$ cat src/rtl/mem_addr_exc_sequencer_pkg.sv
// Shared types and constants for the memory-address / exception sequencer.
// The state enum, cause indices and normal-source encodings live here so the
// interface, the encoder and the top agree on a single definition.
package mem_addr_exc_sequencer_pkg;

  // Sequencer states: normal muxing, vector fetch, memory wait, handler capture
  typedef enum logic [1:0] {
    IDLE    = 2'd0,
    VEC     = 2'd1,
    WAIT    = 2'd2,
    CAPTURE = 2'd3
  } state_e;

  // Exception cause indices (lower index wins when several are raised)
  localparam int EXC_NOOP = 0;
  localparam int EXC_OVF  = 1;
  localparam int EXC_DIV0 = 2;

  // Normal memory-address source encodings; the other src_sel codes give 0
  localparam logic [1:0] SRC_PC  = 2'd0;
  localparam logic [1:0] SRC_ALU = 2'd1;

  // Width of a cause index: at least one bit, even for a single cause
  function automatic int cause_width(input int num_exc);
    return (num_exc <= 1) ? 1 : $clog2(num_exc);
  endfunction

endpackage

$ cat src/rtl/mem_addr_exc_sequencer_if.sv
// Bus between the control unit / datapath registers (master) and the
// memory-address exception sequencer (slave).
interface mem_addr_exc_sequencer_if #(
  parameter int WIDTH   = 32,
  parameter int NUM_EXC = 3
);
  import mem_addr_exc_sequencer_pkg::*;

  localparam int CAUSE_W = cause_width(NUM_EXC);

  logic [1:0]         src_sel;
  logic [WIDTH-1:0]   in_pc;
  logic [WIDTH-1:0]   in_alu_out;
  logic [NUM_EXC-1:0] exc_req;
  logic [7:0]         mem_rdata;
  logic [WIDTH-1:0]   mem_addr;
  logic               busy;
  logic [WIDTH-1:0]   epc;
  logic [CAUSE_W-1:0] exc_cause;
  logic [WIDTH-1:0]   handler_pc;
  logic               handler_valid;

  modport master (
    output src_sel, in_pc, in_alu_out, exc_req, mem_rdata,
    input  mem_addr, busy, epc, exc_cause, handler_pc, handler_valid
  );

  modport slave (
    input  src_sel, in_pc, in_alu_out, exc_req, mem_rdata,
    output mem_addr, busy, epc, exc_cause, handler_pc, handler_valid
  );

endinterface

$ cat src/rtl/mem_addr_exc_sequencer_exc_priority_enc.sv
// Lowest-index-wins priority encoder over the exception request vector.
module exc_priority_enc #(
  parameter int NUM_EXC = 3,
  parameter int IDX_W   = 2
) (
  input  logic [NUM_EXC-1:0] req,
  output logic [IDX_W-1:0]   idx,
  output logic               valid
);

  // Scan from the top down so the lowest set bit is the last one written
  always_comb begin
    idx   = '0;
    valid = 1'b0;
    for (int i = NUM_EXC - 1; i >= 0; i--) begin
      if (req[i]) begin
        idx   = IDX_W'(i);
        valid = 1'b1;
      end
    end
  end

endmodule

$ cat src/rtl/mem_addr_exc_sequencer.sv
// Memory-address source mux with a built-in exception entry sequence:
// save EPC, present the cause's vector address, wait out the memory read
// latency and capture the handler byte as the new PC.
// Optional macro MEM_ADDR_EXC_PENDING_EN: requests raised while busy are
// remembered and serviced after the current sequence instead of dropped.
module mem_addr_exc_sequencer
  import mem_addr_exc_sequencer_pkg::*;
#(
  parameter int WIDTH      = 32,
  parameter int NUM_EXC    = 3,
  parameter int VEC_BASE   = 253,
  parameter int MEM_LAT    = 1,
  parameter int EPC_OFFSET = 4
) (
  input  logic                      clk,
  input  logic                      reset,
  mem_addr_exc_sequencer_if.slave   bus
);

  localparam int               CAUSE_W    = cause_width(NUM_EXC);
  localparam int               CNT_W      = (MEM_LAT <= 1) ? 1 : $clog2(MEM_LAT);
  localparam logic [CNT_W-1:0] CNT_LOAD   = CNT_W'(MEM_LAT - 1);
  localparam logic [WIDTH-1:0] VEC_BASE_W = WIDTH'(VEC_BASE);
  localparam logic [WIDTH-1:0] EPC_OFF_W  = WIDTH'(EPC_OFFSET);

  state_e             state_q, state_d;
  logic [CNT_W-1:0]   cnt_q, cnt_d;
  logic [WIDTH-1:0]   epc_q, epc_d;
  logic [CAUSE_W-1:0] cause_q, cause_d;
  logic [WIDTH-1:0]   handler_pc_q, handler_pc_d;
  logic               handler_valid_q, handler_valid_d;
  logic [WIDTH-1:0]   mem_addr_c;
  logic [NUM_EXC-1:0] eff_req;
  logic [CAUSE_W-1:0] enc_idx;
  logic               enc_vld;

`ifdef MEM_ADDR_EXC_PENDING_EN
  logic [NUM_EXC-1:0] pending_q, pending_d;

  assign eff_req = bus.exc_req | pending_q;

  // Collect requests seen while busy; drop the one being serviced on entry
  always_comb begin
    pending_d = pending_q;
    if (state_q != IDLE) begin
      pending_d = pending_q | bus.exc_req;
    end else if (enc_vld) begin
      pending_d = pending_q & ~(NUM_EXC'(1) << enc_idx);
    end
  end

  // Pending request register
  always_ff @(posedge clk) begin
    if (reset) pending_q <= '0;
    else       pending_q <= pending_d;
  end
`else
  assign eff_req = bus.exc_req;
`endif

  exc_priority_enc #(
    .NUM_EXC (NUM_EXC),
    .IDX_W   (CAUSE_W)
  ) u_enc (
    .req   (eff_req),
    .idx   (enc_idx),
    .valid (enc_vld)
  );

  // State, wait counter and saved exception context registers
  always_ff @(posedge clk) begin
    if (reset) begin
      state_q         <= IDLE;
      cnt_q           <= '0;
      epc_q           <= '0;
      cause_q         <= '0;
      handler_pc_q    <= '0;
      handler_valid_q <= 1'b0;
    end else begin
      state_q         <= state_d;
      cnt_q           <= cnt_d;
      epc_q           <= epc_d;
      cause_q         <= cause_d;
      handler_pc_q    <= handler_pc_d;
      handler_valid_q <= handler_valid_d;
    end
  end

  // Next state: one vector cycle, MEM_LAT wait cycles, one capture cycle
  always_comb begin
    state_d = state_q;
    cnt_d   = cnt_q;
    case (state_q)
      IDLE: begin
        if (enc_vld) begin
          state_d = VEC;
          cnt_d   = CNT_LOAD;
        end
      end
      VEC:  state_d = WAIT;
      WAIT: begin
        if (cnt_q != '0) cnt_d   = cnt_q - 1'b1;
        else             state_d = CAPTURE;
      end
      CAPTURE: state_d = IDLE;
      default: state_d = IDLE;
    endcase
  end

  // Outputs: address mux and updates to the saved context
  always_comb begin
    epc_d           = epc_q;
    cause_d         = cause_q;
    handler_pc_d    = handler_pc_q;
    handler_valid_d = 1'b0;
    mem_addr_c      = '0;
    if (state_q == IDLE) begin
      case (bus.src_sel)
        SRC_PC:  mem_addr_c = bus.in_pc;
        SRC_ALU: mem_addr_c = bus.in_alu_out;
        default: mem_addr_c = '0;
      endcase
      if (enc_vld) begin
        cause_d = enc_idx;
        epc_d   = bus.in_pc - EPC_OFF_W;
      end
    end else begin
      // Vector address is held through capture so the read stays stable
      mem_addr_c = VEC_BASE_W + WIDTH'(cause_q);
    end
    if (state_q == CAPTURE) begin
      handler_pc_d    = WIDTH'(bus.mem_rdata);
      handler_valid_d = 1'b1;
    end
  end

  assign bus.mem_addr      = mem_addr_c;
  assign bus.busy          = (state_q != IDLE);
  assign bus.epc           = epc_q;
  assign bus.exc_cause     = cause_q;
  assign bus.handler_pc    = handler_pc_q;
  assign bus.handler_valid = handler_valid_q;

endmodule

$ cat src/flat_wrapper.sv
// flat-port wrapper written by rule: the top's interface ports become plain ports
module mem_addr_exc_sequencer_flat import mem_addr_exc_sequencer_pkg::*;
#(
  parameter int WIDTH      = 32,
  parameter int NUM_EXC    = 3,
  parameter int VEC_BASE   = 253,
  parameter int MEM_LAT    = 1,
  parameter int EPC_OFFSET = 4
)
  (clk, reset, bus_src_sel, bus_in_pc, bus_in_alu_out, bus_exc_req, bus_mem_rdata, bus_mem_addr, bus_busy, bus_epc, bus_exc_cause, bus_handler_pc, bus_handler_valid);
  mem_addr_exc_sequencer_if #(.WIDTH(WIDTH), .NUM_EXC(NUM_EXC)) bus_i ();
  input  logic clk;
  input  logic reset;
  input wire logic [$bits(bus_i.src_sel)-1:0] bus_src_sel;
  input wire logic [$bits(bus_i.in_pc)-1:0] bus_in_pc;
  input wire logic [$bits(bus_i.in_alu_out)-1:0] bus_in_alu_out;
  input wire logic [$bits(bus_i.exc_req)-1:0] bus_exc_req;
  input wire logic [$bits(bus_i.mem_rdata)-1:0] bus_mem_rdata;
  output wire logic [$bits(bus_i.mem_addr)-1:0] bus_mem_addr;
  output wire logic [$bits(bus_i.busy)-1:0] bus_busy;
  output wire logic [$bits(bus_i.epc)-1:0] bus_epc;
  output wire logic [$bits(bus_i.exc_cause)-1:0] bus_exc_cause;
  output wire logic [$bits(bus_i.handler_pc)-1:0] bus_handler_pc;
  output wire logic [$bits(bus_i.handler_valid)-1:0] bus_handler_valid;
  assign bus_i.src_sel = bus_src_sel;
  assign bus_i.in_pc = bus_in_pc;
  assign bus_i.in_alu_out = bus_in_alu_out;
  assign bus_i.exc_req = bus_exc_req;
  assign bus_i.mem_rdata = bus_mem_rdata;
  assign bus_mem_addr = bus_i.mem_addr;
  assign bus_busy = bus_i.busy;
  assign bus_epc = bus_i.epc;
  assign bus_exc_cause = bus_i.exc_cause;
  assign bus_handler_pc = bus_i.handler_pc;
  assign bus_handler_valid = bus_i.handler_valid;
  mem_addr_exc_sequencer #(.WIDTH(WIDTH), .NUM_EXC(NUM_EXC), .VEC_BASE(VEC_BASE), .MEM_LAT(MEM_LAT), .EPC_OFFSET(EPC_OFFSET)) u_core (.clk(clk), .reset(reset), .bus(bus_i));
endmodule
$ cat config.mk
export PLATFORM = sky130hd
export DESIGN_NAME = mem_addr_exc_sequencer_flat
export DESIGN_NICKNAME = d
export VERILOG_FILES = /design/src/rtl/mem_addr_exc_sequencer_pkg.sv /design/src/rtl/mem_addr_exc_sequencer_if.sv /design/src/rtl/mem_addr_exc_sequencer_exc_priority_enc.sv /design/src/rtl/mem_addr_exc_sequencer.sv /design/src/flat_wrapper.sv
export SDC_FILE = /design/constraint.sdc
export NUM_CORES = 1
export LEC_CHECK = 0
export BUFFER_PORTS_ARGS = -buffer_cell sky130_fd_sc_hd__buf_2
export CAP_MARGIN = 20
export CORE_ASPECT_RATIO = 0.7
export CORE_MARGIN = 3
export CORE_UTILIZATION = 45
export CTS_BUF_LIST = sky130_fd_sc_hd__clkbuf_8
export CTS_CLUSTER_SIZE = 25
export DETAILED_ROUTE_END_ITERATION = 7
export GPL_TIMING_DRIVEN = 0
export PLACE_DENSITY = 0.84
export REMOVE_ABC_BUFFERS = 1
export SYNTH_ARGS = -nofsm -noshare
export SYNTH_HDL_FRONTEND = slang
export SYNTH_SLANG_ARGS = --single-unit
$ cat constraint.sdc
create_clock -name clk -period 2.1 [get_ports clk]
set_clock_uncertainty 0.2 [all_clocks]
set_input_delay 0.105 -clock clk [delete_from_list [all_inputs] [get_ports clk]]
set_output_delay 0.105 -clock clk [all_outputs]
set_load 0.01 [all_outputs]
== Yosys cells after proc, flatten, opt, wreduce, memory -nomap -nowiden ==
Index checks and enable logic that the tools add are counted.
Word-level totals
  logic and storage cells: 37
  bits of input ports: 79
  flip-flop bits (word level): 46
Operators by class
  multiplexer cells: 15
  reductions and logical operators: 7
  $add $sub $neg: 3
  equal/unequal tests: 6
Operators with widths (count)
  $pmux W32 S2: 1
  $mux W32: 1
  $sub A32 B3 Y32 const B: 1
  $mux W2: 5
  $add A8 B2 Y9 const A: 1
  $pmux W2 S4: 1
  $mux W1: 6
  $reduce_and A2 Y1: 3
  $eq A2 B1 Y1 const B: 2
  $eq A2 B2 Y1 const B: 2
  $logic_not A2 Y1: 2
  $reduce_bool A2 Y1: 2
  $ne A2 B1 Y1 const B: 1
  $ne A2 B2 Y1 const B: 1
  $pmux W1 S2: 1
  $sub A1 B1 Y1 const B: 1

== Longest topological paths before layout ==
Gate-level depths: netlist of the first run.
  depth after elaboration: 5
  mapped depth: 7

== Hierarchy ==
From an unflattened synthesis of the first run, not the netlist that was laid out.
Second synthesis, totals
  cells, all modules: 350
  area total of the unflattened synthesis: 2836.5 sq um
By module, submodules not included
  mem_addr_exc_sequencer: area each 2816.5 sq um, sequential area each 900.9 sq um, cells an instance 347, times used 1
  exc_priority_enc: area each 20.0 sq um, sequential area each 0.0 sq um, cells an instance 3, times used 1

== Worst setup path before layout of the first run ==
OpenSTA, ideal clock, no wires.
  path kind: reg2reg
  start point: register u_core.state_q[0]
  end point: register u_core.epc_q[17], in the netlist u_core.bus.epc[17]
  required time: 1809 ps
  setup slack: 267 ps
  cell stages (with the launch flop): 8
  arrival: 1542 ps
  buffers on the path: 2
  path through: dfxtp_1 > inv_1 > ha_1 > o31a_1 > clkbuf_1 > buf_1 > nor2_1 > a311oi_1
On the way
  word-level cells in the longest chain between the ends: 2
RTL lines
  start, declared: RTL line mem_addr_exc_sequencer.sv:26  | state_e state_q, state_d;
  start signal, assigned: RTL line mem_addr_exc_sequencer.sv:80  | state_q <= state_d;
  $logic_not A2 Y1: RTL line mem_addr_exc_sequencer.sv:117  | if (state_q == IDLE) begin
  $reduce_and A2 Y1 (no line)
  end signal, assigned: RTL line mem_addr_exc_sequencer.sv:82  | epc_q <= epc_d;
  end, declared: RTL line mem_addr_exc_sequencer.sv:28  | logic [WIDTH-1:0] epc_q, epc_d;
Every way passes these cells.
A chain may end at the register's enable or synchronous reset.

== Worst setup path in the final report of the first run ==
  start point: register u_core.state_q[0]
  end point: register u_core.epc_q[20], in the netlist u_core.bus.epc[20]
The elaborated chain is that of the path after synthesis.

==> impl_metrics.json, run 1 <==
{
  "die_x_um": 102,
  "rrSetupSlack_ps": 80,
  "synth_cell_types": 42,
  "ios": 179,
  "drt-total-wl_um": 9510,
  "placed_area_mm2": 0.00361,
  "rsz0062_at_grt": "no",
  "hold_path_depth": 4,
  "synth_flop_cell": "dfxtp_1",
  "drive_gt1_share_pct": 34.2,
  "cp_data_required_time_ps": 2130,
  "dp_worst_setup_slack_ps": -529,
  "fp.dieH_um": 73.1,
  "rows": 23,
  "synth-edff-count": 0,
  "hold_violations": 0,
  "yosysSeqAreaShare_pct": 31.1,
  "cts-root-buf": "clkbuf_8",
  "critPathMaxFanout": 14,
  "crit_path_end_kind": "flip-flop",
  "tritoncts": "built",
  "die_area_mm2": 0.00745,
  "layout_common_cells": "buf_2 (154), nor2_1 (67), dfxtp_1 (45), mux2i_1 (40), dlygate4sd3_1 (34)",
  "htree_num_levels": 2,
  "antenna_found_initial": 0,
  "timing.slew.headroom_pct": 33.2,
  "grt_max_degree": 48,
  "worstHoldStart": "bus_in_pc[3]",
  "run_status": "completed",
  "hpwlAfterDp_um": 6430,
  "clock-sinks": 45,
  "r2r-end": "u_core.bus.epc[20]",
  "start_kind": "flip-flop",
  "criticalPathCategory": "reg -> reg",
  "p_leak_nw": 1.95,
  "place.gp.congestion": 0.773,
  "arrival_ps": 2050,
  "setup-violations-final": 0,
  "cap_viol_max_count": 0,
  "grt_overflow": 0,
  "cts.path.max_buffers": 2,
  "drv_slew": 0,
  "initial_core_util_pct": 48.6,
  "nets": 614,
  "fin_crit_ps": 2020,
  "syn_to_final_growth_pct": 42.7,
  "wl_per_cell_um": 15.7,
  "via_count": 3248,
  "tightest_slew_ps": 1000,
  "fin_area_mm2": 0.00413,
  "period_share_pct": 96.1,
  "port-buffer-count": 154,
  "async_flop_share_pct": 0,
  "clk_pin_slew_ps": 90,
  "min_path_type": "in -> reg",
  "drtIter0Drc": 137,
  "syn-cell-area_mm2": 0.00290,
  "hold_end": "u_core.bus.epc[3]",
  "layout_commonest_cell": "buf_2",
  "peakVddDrop_mv": 0.605,
  "synth-seq-cells": 45,
  "rr_worst_depth": 6,
  "syn_inst": 355,
  "core_mm2": 0.00596,
  "vias_per_cell": 5.38,
  "grtUsageTotal_pct": 23.5,
  "grt_pass1_wl_um": 14100,
  "avgSynthCellArea_um2": 8.16,
  "grt_pass1_vias": 2953,
  "ant_nets": 0,
  "fmax_mhz": 496,
  "drcViolationCount": 0,
  "numCtsBuffers": 5,
  "p_per_area_mw_per_mm2": 886,
  "insertedDiodeCount": 0,
  "finalWorstSetupSlack_ps": 82.1,
  "synth_warnings": 0,
  "insertion_delay_ps": 280,
  "timing.rr.start": "u_core.state_q[0]",
  "drt_pass1_iterations": 4
}
[cell families (layout without fill, tap and decap cells)]
group                      count (synthesis)  after routing  synth area share [%]
and+or+nand+nor                          133            134                  22.6
other                                      1             24                 0.130
buffers and inverters                     53            203                  10.1
DFF                                       45             45                  31.1
muxes                                     40             40                  13.8
AOI/OAI and AO/OA                         69             69                  17.3
adders and majority gates                  5              5                  2.16
xor gates and xnor gates                   9              9                  2.72
[registers in the layout (all words and copies together) (netlist names)]
signal / count
u_core.state_q: 2
u_core.bus.handler_valid: 1
u_core.bus.epc: 32
u_core.bus.handler_pc: 8
u_core.bus.exc_cause: 2
[routing by layer]
layer,track usage [%],routed length (µm),up-vias
li1,-,-,1597
met1,28.8,4050,1519
met2,42.2,4780,122
met3,4.30,545,10
met4,6.99,131,0
met5,0,0,-
[power by group]
part           switching [mW]  leakage [nW]  internal [mW]
logic                    1.14          1.53          0.809
clock network           0.273        0.0399          0.220
registers               0.123         0.372           1.09
total                    1.54          1.95           2.12
[how the worst max path moves through the flow]
stage	slack, ps	depth (start not counted)	from	endpoint
final	80	6	u_core.state_q[0]	u_core.bus.epc[20]
after global routing	4	7	u_core.state_q[1]	u_core.bus.epc[29]
after CTS	20	5	bus_in_pc[7]	u_core.bus.epc[25]
after detailed placement	-530	7	bus_in_pc[2]	u_core.bus.epc[30]
after global placement	-1070	6	u_core.state_q[0]	u_core.bus.epc[29]
after floorplan	-490	6	u_core.state_q[0]	u_core.bus.epc[29]
[through the flow]
step	power [mW]	instances	setup TNS (ps)	hold WS [ps]	util (%)
floorplan	2.22	331	-10810	-25.9	-
global placement	2.91	560	-33500	143	60.1
detailed placement	3.01	561	-13460	150	60.5
CTS	3.61	601	0	0.735	68.4
global route	3.90	604	0	28.8	69.3
finish	3.66	604	0	13.9	69.3
[timing repair]
| item | in CTS | in global routing |
|---|---|---|
| resized for setup | 11 | 4 |
| cloned | 0 | 1 |
| setup buffers | 0 | 2 |
| hold endpoints to repair | 30 | 0 |
| hold buffers | 34 | 0 |
| endpoints found under the setup margin | 52 | 9 |
| pin swaps | 0 | 2 |
[worst max-delay path, cell delays in order, from the launching register on]
cell and delay, ps:
dfxtp_1 320, inv_1 130, ha_4 290, o31ai_4 170, or3_1 330, or4_1 400
nand3_1 120
[area by class of cell]
cell class                 count  area, µm²
multi-input combinational    281       1890
inverter                       6       22.5
sequential                    45        901
clock inverter                 1       5.00
timing repair buffer         191       1150
tap                           75       93.8
fill                         482       1830
clock buffer                   5       68.8
[synthesized netlist by cell type (all sizes together) (2+ instances only)]
cell type	number	area (µm²)
nor2	67	251
dfxtp	45	901
mux2i	40	400
buf	33	216
a311oi	15	131
nand2	15	56.3
clkbuf	14	52.6
a211oi	12	90.1
o21ai	12	60.1
o31ai	12	90.1
or4	10	75.1
nor3	8	45.0
xor2	7	61.3
a21oi	6	30.0
inv	6	22.5
or3	6	37.5
ha	5	62.6
nand3	5	30.0
nor4	5	46.3
nand2b	4	25.0
or2	4	25.0
nand4	3	18.8
o31a	3	26.3
nand4b	2	17.5
nor2b	2	12.5
o22ai	2	12.5
xnor2	2	17.5
(Power assumes the default switching activity.)
==> run 2, diff against run 1 <==
--- a/config.mk
+++ b/config.mk
@@ -14,6 +14,7 @@
 export CTS_CLUSTER_SIZE = 25
 export DETAILED_ROUTE_END_ITERATION = 7
 export GPL_TIMING_DRIVEN = 0
+export MAX_ROUTING_LAYER = met4
 export PLACE_DENSITY = 0.84
 export REMOVE_ABC_BUFFERS = 1
 export SYNTH_ARGS = -nofsm -noshare
==> run 2 against run 1 <==
Against the previous run: core utilization did not move; register-to-register slack barely moved; critical path depth did not move; sequential share of layout area did not move; final area did not move; fmax rose by 0.33%; global-route usage rose by 0.68 points; sequential power barely moved; critical path type unchanged.
==> impl_metrics.json, run 2 (synthesis gave the netlist of run 1 again) <==
{
  "tightest_slew_ps": 997,
  "grt_pass1_vias": 2966,
  "port-buffer-count": 154,
  "worstHoldStart": "bus_in_pc[5]",
  "nets": 614,
  "min_path_type": "in -> reg",
  "drt-total-wl_um": 9500,
  "timing.rr.start": "u_core.state_q[0]",
  "rrSetupSlack_ps": 90,
  "internal-power_mw": 2.12,
  "largest_reg_flops": 32,
  "die_area_mm2": 0.00745,
  "hold_violations": 0,
  "drt_pass1_iterations": 4,
  "syn_to_final_growth_pct": 42.7,
  "antenna_found_initial": 0,
  "arrival_ps": 2040,
  "hpwlAfterDp_um": 6430,
  "timing.slew.headroom_pct": 33.5,
  "p_switching_mw": 1.55,
  "power_frac_clock_pct": 13.5,
  "drive_gt1_share_pct": 34.4,
  "grt_overflow": 0,
  "peakVddDrop_mv": 0.607,
  "hold_end": "u_core.bus.epc[5]",
  "rsz0062_at_grt": "no",
  "clk_pin_slew_ps": 80,
  "ant_nets": 0,
  "p_per_area_mw_per_mm2": 888,
  "r2r-end": "u_core.bus.epc[20]",
  "place.gp.congestion": 0.784,
  "fmax_mhz": 497,
  "core_mm2": 0.00596,
  "insertedDiodeCount": 0,
  "cts.path.max_buffers": 2,
  "fillers": 482,
  "drtIter0Drc": 123,
  "via_count": 3279,
  "drv_slew": 0,
  "die_x_um": 102,
  "period_share_pct": 95.8,
  "layout_common_cells": "buf_2 (154), nor2_1 (67), dfxtp_1 (45), mux2i_1 (40), dlygate4sd3_1 (34)",
  "layout_commonest_cell": "buf_2",
  "multi_input_area_mm2": 0.00189,
  "setup-violations-final": 0,
  "grt_pass1_wl_um": 14100,
  "initial_core_util_pct": 48.6,
  "run_status": "completed",
  "crit_path_end_kind": "flip-flop",
  "cp_data_required_time_ps": 2130,
  "grt_max_degree": 48,
  "seqPwrFrac_pct": 33.2,
  "vias_per_cell": 5.43,
  "rows": 23,
  "post-route-util_pct": 69.3,
  "ios": 179,
  "tritoncts": "built",
  "drcViolationCount": 0,
  "htree_num_levels": 2,
  "wl_per_cell_um": 15.7,
  "fin_crit_ps": 2010,
  "critPathMaxFanout": 14,
  "p_comb_share_pct": 53.4,
  "cts-root-buf": "clkbuf_8",
  "criticalPathCategory": "reg -> reg",
  "hold_path_depth": 3,
  "p_leak_nw": 1.94,
  "insertion_delay_ps": 280,
  "start_kind": "flip-flop",
  "numCtsBuffers": 5,
  "cap_viol_max_count": 0,
  "clock-sinks": 45,
  "fp.dieH_um": 73.1,
  "whs_ps": 13.7,
  "grtUsageTotal_pct": 24.2,
  "rr_worst_depth": 6,
  "seqCellArea_um2": 901,
  "switching_share_pct": 42.2
}
-- run 2: worst max path at each step --
stage,from,endpoint,slack [ps],cells past startpoint
2_1_floorplan,u_core.state_q[0],u_core.bus.epc[29],-490,6
3_3_place_gp,u_core.state_q[0],u_core.bus.epc[29],-1070,6
3_5_place_dp,bus_in_pc[2],u_core.bus.epc[30],-530,7
4_1_cts,bus_in_pc[7],u_core.bus.epc[25],20,5
5_1_grt,u_core.state_q[0],u_core.bus.epc[29],10,7
6_report,u_core.state_q[0],u_core.bus.epc[20],90,6
-- run 2: worst max-delay path, cell delays in order (launching register included) --
cell and delay, ps:
dfxtp_1 320, inv_1 130, ha_4 290, o31ai_4 170, or3_1 330, or4_1 410, nand3_1 110
-- run 2: metal layers --
layer / share of wire [%] / global-route usage, %
met1: 43 / 28.9
met2: 50 / 42.3
met3: 6.0 / 3.82
met4: 1.2 / 6.99
met5: 0 / -
-- run 2: timing repair --
item / CTS / global route
setup endpoints to repair: 52 / 9
resized for setup: 11 / 5
pin swaps: 0 / 2
buffers inserted: 0 / 2
endpoints found under the hold margin: 30 / 0
hold buffers: 34 / 0
gates cloned: 0 / 1
-- run 2: per-stage QoR --
stage	setup WS (ps)	setup TNS, ps	instances	cell area (µm²)	total power [mW]
2_1_floorplan	-490	-10810	331	2710	2.22
3_3_place_gp	-1070	-33500	560	3580	2.91
3_5_place_dp	-529	-13460	561	3610	3.01
4_1_cts	19.0	0	601	4080	3.61
5_1_grt	12.4	0	604	4130	3.90
6_report	88.7	0	604	4130	3.67
-- run 2: power groups by stage --
stage               Clock, mW  Combinational [mW]  Sequential [mW]
global route            0.529                2.13             1.24
floorplan                   0               0.893             1.33
finish                  0.494                1.96             1.22
CTS                     0.505                1.89             1.21
global placement            0                1.70             1.21
detailed placement          0                1.78             1.23
-- run 2: final cells by class --
cell class	count	share of cell area, %
clock buffers	5	1.67
clock inverters	1	0.121
inverters	6	0.545
multi-input cells	281	45.7
flip-flops and latches	45	21.8
well taps	75	2.27
repair buffers	191	27.9
==> run 3, diff against run 2 <==
==> constraint.sdc (replaced) <==
create_clock -name clk -period 2.3 [get_ports clk]
set_clock_uncertainty 0.2 [all_clocks]
set_input_delay 0.115 -clock clk [delete_from_list [all_inputs] [get_ports clk]]
set_output_delay 0.115 -clock clk [all_outputs]
set_load 0.01 [all_outputs]
==> run 3 against run 2 <==
Against the previous run: worst hold slack barely moved; combinational power is 11% lower; core utilization fell by 1.1 points; critical path depth did not move; sequential power fell by 9%; power down 10%; die area unchanged; register-to-register slack improved by 70 ps; global-route usage shrank 0.41 points; count of clock-buffer cells in the layout did not move; critical path type is now in -> reg; largest power group unchanged.
==> impl_metrics.json, run 3 (synthesis gave the netlist of run 1 again) <==
{
  "placed_area_mm2": 0.00361,
  "p_per_area_mw_per_mm2": 810,
  "hold_path_depth": 3,
  "wl_per_cell_um": 15.2,
  "rrSetupSlack_ps": 160,
  "tritoncts": "built",
  "initial_core_util_pct": 48.6,
  "antenna_found_initial": 0,
  "grtUsageTotal_pct": 23.8,
  "p_leak_nw": 1.93,
  "rsz0062_at_grt": "no",
  "insertion_delay_ps": 280,
  "cp_data_required_time_ps": 2300,
  "place.gp.congestion": 0.784,
  "tightest_slew_ps": 991,
  "arrival_ps": 2170,
  "hold_violations": 0,
  "fmax_mhz": 459,
  "die_area_mm2": 0.00745,
  "start_kind": "input port",
  "layout_commonest_cell": "buf_2",
  "insertedDiodeCount": 0,
  "grt_pass1_vias": 2891,
  "fin_crit_ps": 2180,
  "placed_cells": 561,
  "numCtsBuffers": 5,
  "worstHoldStart": "bus_in_pc[10]",
  "fin_area_mm2": 0.00407,
  "timing.rr.start": "u_core.state_q[0]",
  "drive_gt1_share_pct": 33.5,
  "setup-tns-final_ps": 0,
  "nets": 611,
  "timing.slew.headroom_pct": 33.9,
  "hpwlAfterDp_um": 6430,
  "largest_reg_flops": 32,
  "clk_pin_slew_ps": 80,
  "ios": 179,
  "period_share_pct": 94.6,
  "drt_pass1_iterations": 4,
  "drt-total-wl_um": 9130,
  "layout.cells.non_filler": 601,
  "port-buffer-count": 154,
  "syn_to_final_growth_pct": 40.5,
  "grt_max_degree": 48,
  "drcViolationCount": 0,
  "peakVddDrop_mv": 0.524,
  "rr_worst_depth": 7,
  "r2r-end": "u_core.bus.epc[20]",
  "vias_per_cell": 5.34,
  "cap_viol_max_count": 0,
  "min_path_type": "in -> reg",
  "drv_slew": 0,
  "crit_path_end_kind": "flip-flop",
  "hold_end": "u_core.bus.epc[10]",
  "cts.path.max_buffers": 2,
  "die_x_um": 102,
  "criticalPathCategory": "in -> reg",
  "grt_pass1_wl_um": 13800,
  "via_count": 3209,
  "rows": 23,
  "htree_num_levels": 2,
  "cts-root-buf": "clkbuf_8",
  "layout_common_cells": "buf_2 (155), nor2_1 (67), dfxtp_1 (45), mux2i_1 (40), dlygate4sd3_1 (33)",
  "fp.dieH_um": 73.1,
  "run_status": "completed",
  "critPathMaxFanout": 5,
  "drtIter0Drc": 103,
  "setup-violations-final": 0,
  "clock-sinks": 45,
  "core_mm2": 0.00596,
  "grt_overflow": 0,
  "ant_nets": 0
}
-- run 3: routing by layer --
layer | part of all wire [%] | wire length [µm] | GRT usage, % | vias to the layer above
li1 | - | - | - | 1593
met4 | 1.6 | 142 | 6.55 | 0
met3 | 5.9 | 539 | 3.44 | 13
met5 | 0 | 0 | - | -
met2 | 50 | 4560 | 41.4 | 120
met1 | 43 | 3890 | 28.8 | 1483
-- run 3: how the worst max path moves through the flow --
stage,from,to,cells after the start
2_1_floorplan,u_core.state_q[0],u_core.bus.epc[29],6
3_3_place_gp,u_core.state_q[0],u_core.bus.epc[29],6
3_5_place_dp,bus_in_pc[2],u_core.bus.epc[30],7
4_1_cts,bus_in_pc[13],u_core.bus.epc[30],5
5_1_grt,bus_in_pc[2],u_core.bus.epc[30],7
6_report,bus_in_pc[25],u_core.bus.epc[27],6
-- run 3: where the power goes --
group          switching (mW)  internal [mW]
logic                    1.01          0.731
registers               0.112          0.997
clock network           0.249          0.200
-- run 3: what timing repair did --
| item | CTS | global route |
|---|---|---|
| hold buffers | 33 | 0 |
| endpoints found under the setup margin | 35 | 13 |
| gates resized for setup | 4 | 6 |
| setup buffers | 0 | 0 |
| endpoints found under the hold margin | 30 | 0 |
-- run 3: area by class of cell --
| class | count | area, µm² |
|---|---|---|
| inverters | 6 | 22.5 |
| flip-flops and latches | 45 | 901 |
| clock inverters | 1 | 5.00 |
| well taps | 75 | 93.8 |
| clock buffers | 5 | 68.8 |
| multi-input cells | 280 | 1840 |
| repair buffers | 189 | 1130 |
| fillers | 500 | 1890 |
-- run 3: critical path: stages --
cell and delay (ps):
dlygate4sd3_1 550, buf_2 160, or3_1 420, or2_4 280, or4_1 390, a311oi_1 270
-- run 3: through the flow --
step           power (mW)  hold slack [ps]  setup slack (ps)  util [%]
6_report             3.30             14.1               123      68.3
5_1_grt              3.52             22.6              11.7      68.3
4_1_cts              3.26            0.840              6.02      67.6
3_5_place_dp         2.75              160              -339      60.5
3_3_place_gp         2.66              153              -871      60.1
2_1_floorplan        2.03            -15.9              -290         -
